## src/rtl/pc_fetch_unit.sv

```systemverilog
// pc_fetch_unit: instruction fetch stage for the microcoded controller.
// Owns the PC and fetches words from instruction memory over a req/ack
// handshake. It holds the current instruction while the controller's STY
// bit asks for extra cycles, and resolves the next PC from the BT field
// and the ALU result.
//
// Build option: define MISALIGN_TRAP_EN to redirect misaligned targets to
// TRAP_VECTOR and pulse o_trap. When the macro is not defined, the two low
// bits of every target are cleared and o_trap is tied to 0.
module pc_fetch_unit #(
  parameter logic [31:0] RESET_PC    = 32'h0000_0000
`ifdef MISALIGN_TRAP_EN
  ,
  parameter logic [31:0] TRAP_VECTOR = 32'h0000_0100
`endif
) (
  input  logic        clk,
  input  logic        rstn,
  input  logic [2:0]  i_bt,
  input  logic        i_sty,
  input  logic [31:0] i_alu_result,
  input  logic [31:0] i_imm,
  output logic        o_imem_req,
  output logic [31:0] o_imem_addr,
  input  logic [31:0] i_imem_rdata,
  input  logic        i_imem_ack,
  output logic [31:0] o_instr,
  output logic        o_instr_valid,
  output logic [31:0] o_pc,
  output logic [31:0] o_pc_plus4,
  output logic        o_redirect,
  output logic        o_trap
);

  localparam logic [31:0] NOP_INSTR = 32'h0000_0013;

  localparam logic [2:0] BT_SEQ  = 3'b000;
  localparam logic [2:0] BT_JAL  = 3'b001;
  localparam logic [2:0] BT_JALR = 3'b010;
  localparam logic [2:0] BT_BEQ  = 3'b011;
  localparam logic [2:0] BT_BNE  = 3'b100;
  localparam logic [2:0] BT_BLT  = 3'b101;
  localparam logic [2:0] BT_BGE  = 3'b110;

  typedef enum logic {
    S_FETCH = 1'b0,
    S_EXEC  = 1'b1
  } state_t;

  state_t      r_state;
  logic        r_req;
  logic [31:0] r_pc;
  logic [31:0] r_instr;
  logic        r_redirect;

  logic [31:0] w_pc_plus4;
  logic [31:0] w_branch_tgt;
  logic [31:0] w_jalr_tgt;
  logic [31:0] w_raw_next;
  logic [31:0] w_next_pc;
  logic        w_misalign;
  logic        w_redirect;

  // The sequential address and the PC-relative target share one adder
  // each; both wrap modulo 2^32 with the carry dropped.
  assign w_pc_plus4   = r_pc + 32'd4;
  assign w_branch_tgt = r_pc + i_imm;
  assign w_jalr_tgt   = {i_alu_result[31:1], 1'b0};

  // Choose the raw next PC from the branch type. The reserved code 111
  // falls through to the sequential case.
  always_comb begin
    w_raw_next = w_pc_plus4;
    case (i_bt)
      BT_SEQ:  w_raw_next = w_pc_plus4;
      BT_JAL:  w_raw_next = w_branch_tgt;
      BT_JALR: w_raw_next = w_jalr_tgt;
      BT_BEQ:  w_raw_next = (i_alu_result == 32'd0) ? w_branch_tgt : w_pc_plus4;
      BT_BNE:  w_raw_next = (i_alu_result != 32'd0) ? w_branch_tgt : w_pc_plus4;
      BT_BLT:  w_raw_next = i_alu_result[0]         ? w_branch_tgt : w_pc_plus4;
      BT_BGE:  w_raw_next = !i_alu_result[0]        ? w_branch_tgt : w_pc_plus4;
      default: w_raw_next = w_pc_plus4;
    endcase
  end

`ifdef MISALIGN_TRAP_EN
  // A target that is not word-aligned is replaced by the trap vector.
  // A trap always counts as a redirect, even if the vector happens to
  // equal pc+4.
  assign w_misalign = |w_raw_next[1:0];
  assign w_next_pc  = w_misalign ? TRAP_VECTOR : w_raw_next;
  assign w_redirect = w_misalign || (w_next_pc != w_pc_plus4);
`else
  // Without trapping, the low two bits are cleared so that the PC stays
  // word-aligned.
  assign w_misalign = 1'b0;
  assign w_next_pc  = w_raw_next & ~32'h0000_0003;
  assign w_redirect = (w_next_pc != w_pc_plus4);
`endif

`ifdef MISALIGN_TRAP_EN
  logic r_trap;

  // Trap flag: it pulses in the first fetch cycle after a misaligned exit.
  always_ff @(posedge clk or negedge rstn) begin
    if (!rstn) begin
      r_trap <= 1'b0;
    end else begin
      r_trap <= (r_state == S_EXEC) && !i_sty && w_misalign;
    end
  end

  assign o_trap = r_trap;
`else
  assign o_trap = 1'b0;
`endif

  // Fetch/execute FSM. It owns the PC, the instruction latch, the fetch
  // request and the redirect pulse. The request is a register so that it
  // is 0 during reset and rises on the first clock after reset is released.
  always_ff @(posedge clk or negedge rstn) begin
    if (!rstn) begin
      r_state    <= S_FETCH;
      r_req      <= 1'b0;
      r_pc       <= RESET_PC;
      r_instr    <= NOP_INSTR;
      r_redirect <= 1'b0;
    end else begin
      r_redirect <= 1'b0;
      case (r_state)
        S_FETCH: begin
          // An ack counts only while the request is visible on the bus.
          if (r_req && i_imem_ack) begin
            r_instr <= i_imem_rdata;
            r_req   <= 1'b0;
            r_state <= S_EXEC;
          end else begin
            r_req <= 1'b1;
          end
        end
        S_EXEC: begin
          // STY holds the PC and instruction for one more cycle. Any ack
          // seen here is ignored.
          if (!i_sty) begin
            r_pc       <= w_next_pc;
            r_req      <= 1'b1;
            r_redirect <= w_redirect;
            r_state    <= S_FETCH;
          end
        end
      endcase
    end
  end

  assign o_imem_req    = r_req;
  assign o_imem_addr   = r_pc;
  assign o_instr       = r_instr;
  assign o_instr_valid = (r_state == S_EXEC);
  assign o_pc          = r_pc;
  assign o_pc_plus4    = w_pc_plus4;
  assign o_redirect    = r_redirect;

endmodule

```

## config.mk

```make
export PLATFORM = sky130hd
export DESIGN_NAME = pc_fetch_unit
export DESIGN_NICKNAME = d
export VERILOG_FILES = /design/src/rtl/pc_fetch_unit.sv
export SDC_FILE = /design/constraint.sdc
export NUM_CORES = 1
export LEC_CHECK = 0
export ABC_AREA = 0
export CORE_UTILIZATION = 48
export CTS_BUF_LIST = sky130_fd_sc_hd__clkbuf_4
export DETAILED_ROUTE_END_ITERATION = 12
export GPL_ROUTABILITY_DRIVEN = 0
export PLACE_DENSITY = 0.81
export SLEW_MARGIN = 30
export SYNTH_ARGS = -nofsm -noshare
export SYNTH_HDL_FRONTEND = slang
export SYNTH_SLANG_ARGS = --single-unit
export TNS_END_PERCENT = 10
```

## constraint.sdc

```tcl
create_clock -name clk -period 4.4 [get_ports clk]
set_input_delay 1.1 -clock clk [delete_from_list [all_inputs] [get_ports clk]]
set_output_delay 1.1 -clock clk [all_outputs]
set_load 0.01 [all_outputs]
```

### Word level (Yosys, flattened, before mapping)

Cells that the tools add are included.

| word-level totals | value |
|---|---|
| output and inout port bits | 132 |
| logic and storage cells | 35 |
| register bits | 65 |
| bits of input ports | 103 |

| cells by class | value |
|---|---|
| add/subtract/negate cells | 2 |
| reduce and logical (&&, ||, !) cells | 5 |
| equality and inequality tests | 8 |
| mux-type cells | 13 |
| bitwise operators | 2 |

Operators by type and width:

| operator | number |
|---|---|
| $pmux 32 s6 | 1 |
| $mux 32 | 4 |
| $add 32x3->32 const B | 1 |
| $add 32x32->32 | 1 |
| $logic_not 32->1 | 1 |
| $ne 32x32->1 | 1 |
| $reduce_bool 32->1 | 1 |
| $eq 3x3->1 const B | 3 |
| $eq 3x2->1 const B | 2 |
| $mux 1 | 6 |
| $pmux 1 s2 | 2 |
| $reduce_and 2->1 | 2 |
| $eq 3x1->1 const B | 1 |
| $ne 2x2->1 const B | 1 |
| $not 1->1 | 2 |
| $logic_and 1x1->1 | 1 |

### Longest topological paths before layout

Gate-level depths: netlist of run 1.

| depth | value |
|---|---|
| word-level depth | 6 |
| depth in mapped cells | 15 |
| gate-level depth less buffers | 14 |

### Worst setup path after synthesis of run 1

No wires, ideal clock.

| path | value |
|---|---|
| kind | input -> register |
| start point | in i_imm[15] |
| end point | reg r_redirect (netlist: o_redirect) |
| data arrival time | 3,737 ps |
| required time | 4,264 ps |
| setup slack | 526 ps |
| path buffers | 1 |
| stages | 13 |
| library setup time | 136 ps |
| cells stage by stage | ha_1 clkbuf_1 a21oi_1 o21ai_0 a2111oi_1 a211oi_1 a211oi_1 mux2i_1 a22oi_1 o2111ai_1 nor4b_1 and4bb_1 a31oi_1 |

| between the ends | value |
|---|---|
| word-level cells in the longest chain between the ends | 6 |
| elaborated cells between the ends (all ways) | 9 |
| classes of those cells | 1 x add/sub; 1 x eq/ne; 7 x mux |

Ends and longest elaborated chain:

| what | RTL line | source |
|---|---|---|
| from (decl) | 22 | `input logic [31:0] i_imm,` |
| $add 32x32->32 (*) | 67 | `assign w_branch_tgt = r_pc + i_imm;` |
| $mux 32 (on tied branches) | -- |  |
| $pmux 32 s6 (*) | 74 | `case (i_bt)` |
| $ne 32x32->1 (*) | 98 | `assign w_redirect = (w_next_pc != w_pc_plus4);` |
| $mux 1 (*) | 144 | `if (!i_sty) begin` |
| $mux 1 (*) | 130 | `case (r_state)` |
| to (signal assigned) | 147 | `r_redirect <= w_redirect;` |
| to (decl) | 54 | `logic r_redirect;` |

Every way passes the cells marked *; elsewhere a longest branch is shown, timed or not.
A chain may end at the register's enable or synchronous reset.

### Final worst setup path of run 1

| path | value |
|---|---|
| start point | in i_imm[2] |
| end point | reg r_redirect (netlist: o_redirect) |

The elaborated chain is that of the path after synthesis.

==> out/results.txt, run 1 <==
Status: finished clean
First-pass GRT wire length: 40500 um
Setup Buffers After CTS: 0
PortBufs: 225
Final instance area: 10300 um2
Hold WS: 516 ps
CTS clk-pin slew, worst paths: 120 ps
Initial DRC Count: 1139
DRT antenna net count: 0
Post-DP Area: 10000 um2
Post-synthesis sequential area ratio: 24.0%
Clock Path Buffers: 2
DR pass1 iterations: 6
EDFF count, synth: 0
Core Region: 13900 um2
CP bufs+invs: 5
Worst setup margin: 34.2 ps
Final hold vios: 0
Fin util: 73.9%
Crit-path cells: clkdlybuf4s50_1, ha_1, inv_1, fa_1, nand2b_1, a21oi_1, buf_4, o2111ai_2, buf_4, a211oi_1, a211oi_1, buf_4, mux2i_1, a22oi_1, o2111ai_1, nor4b_2, and4bb_1, a31oi_1
RSZ-0062 raised after global routing: yes
Syn avg cell area: 7.89 um2
Post-Syn Area: 6810 um2
Max-cap violations: 0
Vias: 8493
# DRC: 0
I/O pin count: 235
Synthesis Warnings: 0
Fin crit share: 99.2%
Total power per unit cell area: 657 nW/um2
Transition time at the pin with the least slew margin: 800 ps
Worst-Skew Late Latency: 450 ps
Vias in the first global route: 8077
Pre-CTS setup slack: -470 ps
Via-to-Cell Ratio: 6.23
Cells after DPL: 1347
Post-Route Skew: 28.9 ps
Final HPWL DP: 20600 um
Clock Sinks: 65
Synth top cells by count: nand2_1, o21ai_0, dfrtp_1, a21oi_1, nor2_1
Effective utilization at floorplan: 49.0%
All-Layer GR Usage: 35.2%
Ranking of synthesized cells by area: dfrtp_1, ha_1, mux2_2
Max-slew violations: 0
Initial antenna violation count: 0
Site Rows: 43
Critical path class: primary input to flop
Clock root cell: clkbuf_4
Synth top area share: 22.8%
H-tree depth: 3
Largest net degree at the start of global routing: 40
Routed wire length per instance: 19.3 um
Critical Path End Type: flop
Asr flop ratio synth: 100%
Nets@finish: 1312
Slowest cell on the critical path: clkdlybuf4s50_1
Fmax: 0.229 GHz
Crit start category: primary input
Share of post-route cells with drive strength above 1: 21.0%
Slowest stage delay, CP: 480 ps
Gate Count Post-Synth: 863
CTS buffer count: 9
Final setup fails: 0
Synthesized flop and latch total: 65
Worst Hold Class: flop to flop
Leading area contributor after synthesis: dfrtp_1
Total gr overflow: 0
Die Wd: 121 um
CTS tree: yes
Leak: 4.40 nW
Post-synthesis cell type count: 82
Total wire length: 26200 um
Non-Filler Instances: 1363
Count leader, synth: nand2_1
WP data required: 4690 ps
Delay-heaviest family, CP: compound AO/OA/AOI/OAI gates
Critical Path AT: 4660 ps
CP max FO: 3
Synth Flop Type: dfrtp_1
Diodes inserted: 0
Final Critical Period: 4370 ps
Die Ht: 121 um
Layout Area Growth over Synthesis: 50.6%
Max_slew headroom: 46.6%
DIE AREA: 14700 um2
Crit-path most repeated cell: buf_4
Peak supply drop: 406 uV
[placed cells by master (no fill, tap or decap), types with 4 or more instances in the layout]
cell type	synthesis	layout
nor4_2	5	7
and2_1	9	9
mux2_2	32	32
mux2i_1	7	7
o211ai_1	11	11
o22ai_1	6	6
conb_1	1	7
xor2_1	23	21
nand2b_1	10	10
a22o_1	8	8
clkbuf_4	0	10
a211oi_1	14	13
nand3_1	24	24
xnor2_1	26	23
nor4_1	12	10
and3_1	12	11
nor2b_1	8	8
o21ai_0	67	67
and4_1	5	4
nor3_1	25	24
or2_2	4	4
clkdlybuf4s50_1	0	224
nor2_1	50	50
nand2_1	93	93
a21oi_1	59	59
buf_4	37	157
ha_1	30	30
a31oi_1	11	11
dfrtp_1	62	60
a221oi_1	6	6
a21o_1	15	15
nand4_1	21	21
inv_1	30	30
[repair_timing]
action / in CTS / in global routing
hold buffers: 0 / 0
endpoints found under the hold margin: 0 / 0
gates resized for setup: 3 / 12
endpoints found under the setup margin: 3 / 9
[final timing paths]
check,start,end,slack [ps],cells past startpoint
max,i_imm[2],o_redirect$_DFF_PN0_,30,18
min,o_instr[20]$_DFFE_PN0P_,o_instr[20]$_DFFE_PN0P_,520,1
max reg2reg,o_imem_addr[2]$_DFFE_PN0P_,o_redirect$_DFF_PN0_,550,18
min reg2reg,o_instr[20]$_DFFE_PN0P_,o_instr[20]$_DFFE_PN0P_,520,1
max in group asynchronous,rstn,o_instr[4]$_DFFE_PN1P_,2950,2
min in group asynchronous,rstn,o_instr[17]$_DFFE_PN0P_,620,1
[worst register-to-register path, stage by stage (launching register included)]
cell and delay, ps:
dfrtp_2 440, buf_4 190, ha_1 170, inv_1 50
fa_1 370, nand2b_1 190, a21oi_1 140, buf_4 150
o2111ai_2 210, buf_4 200, a211oi_1 250, a211oi_1 110
buf_4 150, mux2i_1 110, a22oi_1 210, o2111ai_1 160
nor4b_2 280, and4bb_1 230, a31oi_1 90
[flip-flops by register name, indices dropped and copies added, names as in the netlist]
| register | cells |
|---|---|
| o_imem_addr | 30 |
| o_instr | 32 |
| o_redirect | 1 |
| o_instr_valid | 1 |
| o_imem_req | 1 |
[report_power, final]
part	internal [mW]	switching, mW	leakage [nW]
clock	0.176	0.243	0.0722
combinational	2.57	2.53	3.56
sequential	0.889	0.324	0.775
total	3.64	3.10	4.40
[metal layers]
layer  GRT usage, %  vias to the layer above  routed length, um
li1               -                     3798                  -
met1           46.4                     3933              10300
met2           56.7                      648              12100
met3           5.12                      114               2800
met4           15.9                        0               1060
met5              0                        -                  0
[through the flow]
step	power (mW)	TNS [ps]
final	6.74	0
after global placement	6.04	-361
after detailed placement	6.16	-484
after global routing	7.12	-86.2
after floorplan	3.81	0
after CTS	6.60	0
[final cells by class]
class	count	area, um2
clock buffer	10	75.1
clock inverter	6	60.1
tap	180	225
multi-input combinational	689	4680
sequential	65	1630
timing repair buffer	383	3460
fill	1073	3630
inverter	30	113
[cells by family after synthesis]
logic type | Yosys count | share of synthesized area [%]
and+or+nand+nor | 296 | 22.5
AOI/OAI and AO/OA | 266 | 26.0
buffers and inverters | 115 | 8.83
DFF | 65 | 24.0
xor gates and xnor gates | 50 | 6.55
muxes | 39 | 6.32
adders and majority gates | 31 | 5.81
other | 1 | 0.0551
No activity file was read; power rests on OpenSTA's default activity.
==> run 2, diff against run 1 <==
--- a/config.mk
+++ b/config.mk
@@ -5,12 +5,13 @@
 export SDC_FILE = /design/constraint.sdc
 export NUM_CORES = 1
 export LEC_CHECK = 0
-export ABC_AREA = 0
-export CORE_UTILIZATION = 48
+export ABC_AREA = 1
+export CORE_MARGIN = 5
+export CORE_UTILIZATION = 44
 export CTS_BUF_LIST = sky130_fd_sc_hd__clkbuf_4
 export DETAILED_ROUTE_END_ITERATION = 12
 export GPL_ROUTABILITY_DRIVEN = 0
-export PLACE_DENSITY = 0.81
+export PLACE_DENSITY = 0.76
 export SLEW_MARGIN = 30
 export SYNTH_ARGS = -nofsm -noshare
 export SYNTH_HDL_FRONTEND = slang
==> constraint.sdc (replaced) <==
create_clock -name clk -period 3.7 [get_ports clk]
set_input_delay 0.925 -clock clk [delete_from_list [all_inputs] [get_ports clk]]
set_output_delay 0.925 -clock clk [all_outputs]
set_load 0.01 [all_outputs]
==> out/results.txt, run 2 <==
Status: finished clean
Simple-gate area share of the yosys netlist: 43.0%
DRT antenna net count: 0
H-tree depth: 3
Ranking of synthesized cells by area: nand2_1, dfrtp_1, inv_1
Clock Sinks: 65
Post-DP Area: 10100 um2
Syn avg cell area: 5.97 um2
Crit-path cells: buf_4, nand3_2, inv_2, nand2_2, nor2_4, nand2_2, nor2_1, xor2_2, clkdlybuf4s50_1
CTS buffer count: 9
Critical Path End Type: output pin
Hold Path Cell Cnt: 1
Hold Path End: o_instr[11]$_DFFE_PN0P_
Clock root cell: clkbuf_4
Post-Route Skew: 14.3 ps
PortBufs: 225
Vias in the first global route: 8283
Clock Path Buffers: 2
Die Ht: 140 um
Effective utilization at floorplan: 44.9%
Via-to-Cell Ratio: 5.21
All-Layer GR Usage: 26.7%
Max_slew headroom: 40.2%
WP data required: 2770 ps
Diodes inserted: 0
Synth Flop Type: dfrtp_1
Synth Area in Compound Gates: 8.40%
Gate Count Post-Synth: 1251
Core Region: 16600 um2
Slowest cell on the critical path: clkdlybuf4s50_1
Fmax: 0.275 GHz
Peak supply drop: 426 uV
DIE AREA: 19700 um2
Hold Startpoint: o_instr[11]$_DFFE_PN0P_
Fin crit share: 98.3%
First-pass GRT wire length: 42400 um
Critical path class: flop to output pin
Routed wire length per instance: 15.9 um
Area share of xor/xnor cells in the synthesized design: 2.46%
Main combinational cell family by area after synthesis: simple AND/OR/NAND/NOR gates
Multiplexer share of the synthesized area: 4.82%
Initial antenna violation count: 0
R2R Path Start: o_imem_addr[2]$_DFFE_PN0P_
Final HPWL DP: 22300 um
Crit start category: flop
DR pass1 iterations: 8
RSZ-0062 raised after global routing: yes
Post-synthesis sequential area ratio: 21.8%
EDFF count, synth: 0
Most common cell after layout, fill and taps aside: nand2_1
CTS tree: yes
Slowest stage delay, CP: 600 ps
Area of the multi-input gates: 4840 um2
Final setup fails: 0
Setup TNS Final: 0 ps
Commonest cells after routing, fill and taps aside: nand2_1, clkdlybuf4s50_1, inv_1, nor2_1, nand3_1
Vias: 8954
FF-to-FF setup slack: 660 ps
Reg-to-Reg End: o_redirect$_DFF_PN0_
Total power per unit cell area: 740 nW/um2
Register area: 1640 um2
Total wire length: 27300 um
Largest net degree at the start of global routing: 66
Nets@finish: 1629
Critical Path AT: 2710 ps
Leading area contributor after synthesis: nand2_1
Transition time at the pin with the least slew margin: 895 ps
Synth top cells by count: nand2_1, inv_1, nor2_1, nand3_1, dfrtp_1
Asr flop ratio synth: 100%
Synthesized flop and latch total: 65
Share of post-route cells with drive strength above 1: 10.7%
Cells on worst reg2reg path: 24
CP max FO: 10
Max-cap violations: 0
Final instance area: 10300 um2
Final Critical Period: 3640 ps
Crit-path most repeated cell: nand2_2
Die Wd: 140 um
Worst Hold Class: flop to flop
Final hold vios: 0
Count leader, synth: nand2_1
# DRC: 0
Synthesis Warnings: 0
Layout Area Growth over Synthesis: 38.3%
# fillers: 1557
CTS clk-pin slew, worst paths: 110 ps
Max reg flops: 32
Synth top area share: 22.3%
Post-synthesis cell type count: 46
Worst-Skew Late Latency: 430 ps
Post-Syn Area: 7470 um2
Initial DRC Count: 807
Site Rows: 47
Total gr overflow: 0
Post-Synth Adder-Cell Area: 5.29%
Leak: 5.18 nW
Max-slew violations: 0
I/O pin count: 235
==> run 2: stage by stage <==
step                      setup slack [ps]  util (%)  hold WS, ps  instances  total power [mW]
final                                 63.8      62.1          519       1720              7.65
after CTS                             24.9      61.8          520       1720              7.60
after detailed placement              -128      60.9          493       1704              7.00
after global placement               -60.6      60.9          487       1704              6.90
after global routing                  -102      62.1          537       1720              8.28
after floorplan                        713         -          550       1257              4.57
==> run 2: metal layers <==
| metal | wire [um] | vias up | track usage (%) | share of wire [%] |
|---|---|---|---|---|
| li1 | - | 4420 | - | - |
| met1 | 11300 | 4024 | 35.5 | 41 |
| met2 | 12700 | 446 | 44.0 | 46 |
| met3 | 2400 | 64 | 3.78 | 8.8 |
| met4 | 978 | 0 | 9.79 | 3.6 |
| met5 | 0 | - | 0 | 0 |
==> run 2: final cells by class <==
class                   instances  share of cell area [%]
flip-flops and latches         65                    15.8
clock inverters                 6                   0.811
well taps                     220                    2.66
repair buffers                282                    26.4
inverters                     183                    6.67
multi-input cells             954                    46.9
clock buffers                  10                   0.726
==> run 2: worst max-delay path: cells and delay by family (launching register included) <==
kind                   cells  cell delay (ps)
flip-flops                 1              370
buffers and inverters      3              910
AND/OR/NAND/NOR            5              750
XOR/XNOR                   1              240
==> run 2: worst max path at each step <==
stage | from | end | slack (ps) | cells after the start
5_1_grt | o_imem_addr[2]$_DFFE_PN0P_ | o_pc_plus4[17] | -100 | 9
6_report | o_imem_addr[2]$_DFFE_PN0P_ | o_pc_plus4[17] | 60 | 9
3_3_place_gp | i_imm[2] | o_redirect$_DFF_PN0_ | -60 | 24
4_1_cts | o_imem_addr[7]$_DFFE_PN0P_ | o_pc_plus4[17] | 20 | 8
2_1_floorplan | i_imm[2] | o_redirect$_DFF_PN0_ | 710 | 18
3_5_place_dp | i_imm[2] | o_redirect$_DFF_PN0_ | -130 | 24
==> run 2: kinds of logic (layout without fill, tap and decap cells) <==
group	after synthesis	after routing
AO/OA/AOI/OAI	106	106
flip-flops	65	65
buffers and inverters	238	481
AND/OR/NAND/NOR	757	757
XOR/XNOR	21	21
adder cells (fa/ha/maj)	31	31
other	1	7
multiplexers	32	32
==> run 2: where the power goes <==
part / internal (mW) / total [mW] / leakage [nW] / switching, mW
combinational: 2.58 / 5.67 / 4.33 / 3.10
clock: 0.278 / 0.564 / 0.0800 / 0.286
sequential: 1.07 / 1.41 / 0.768 / 0.348
==> run 2: what timing repair did <==
| action | CTS | global route |
|---|---|---|
| gates resized for setup | 1 | 11 |
| pin swaps | 0 | 0 |
| gates cloned | 0 | 0 |
| hold buffers | 0 | 0 |
| setup endpoints to repair | 2 | 10 |
| buffers inserted | 0 | 0 |
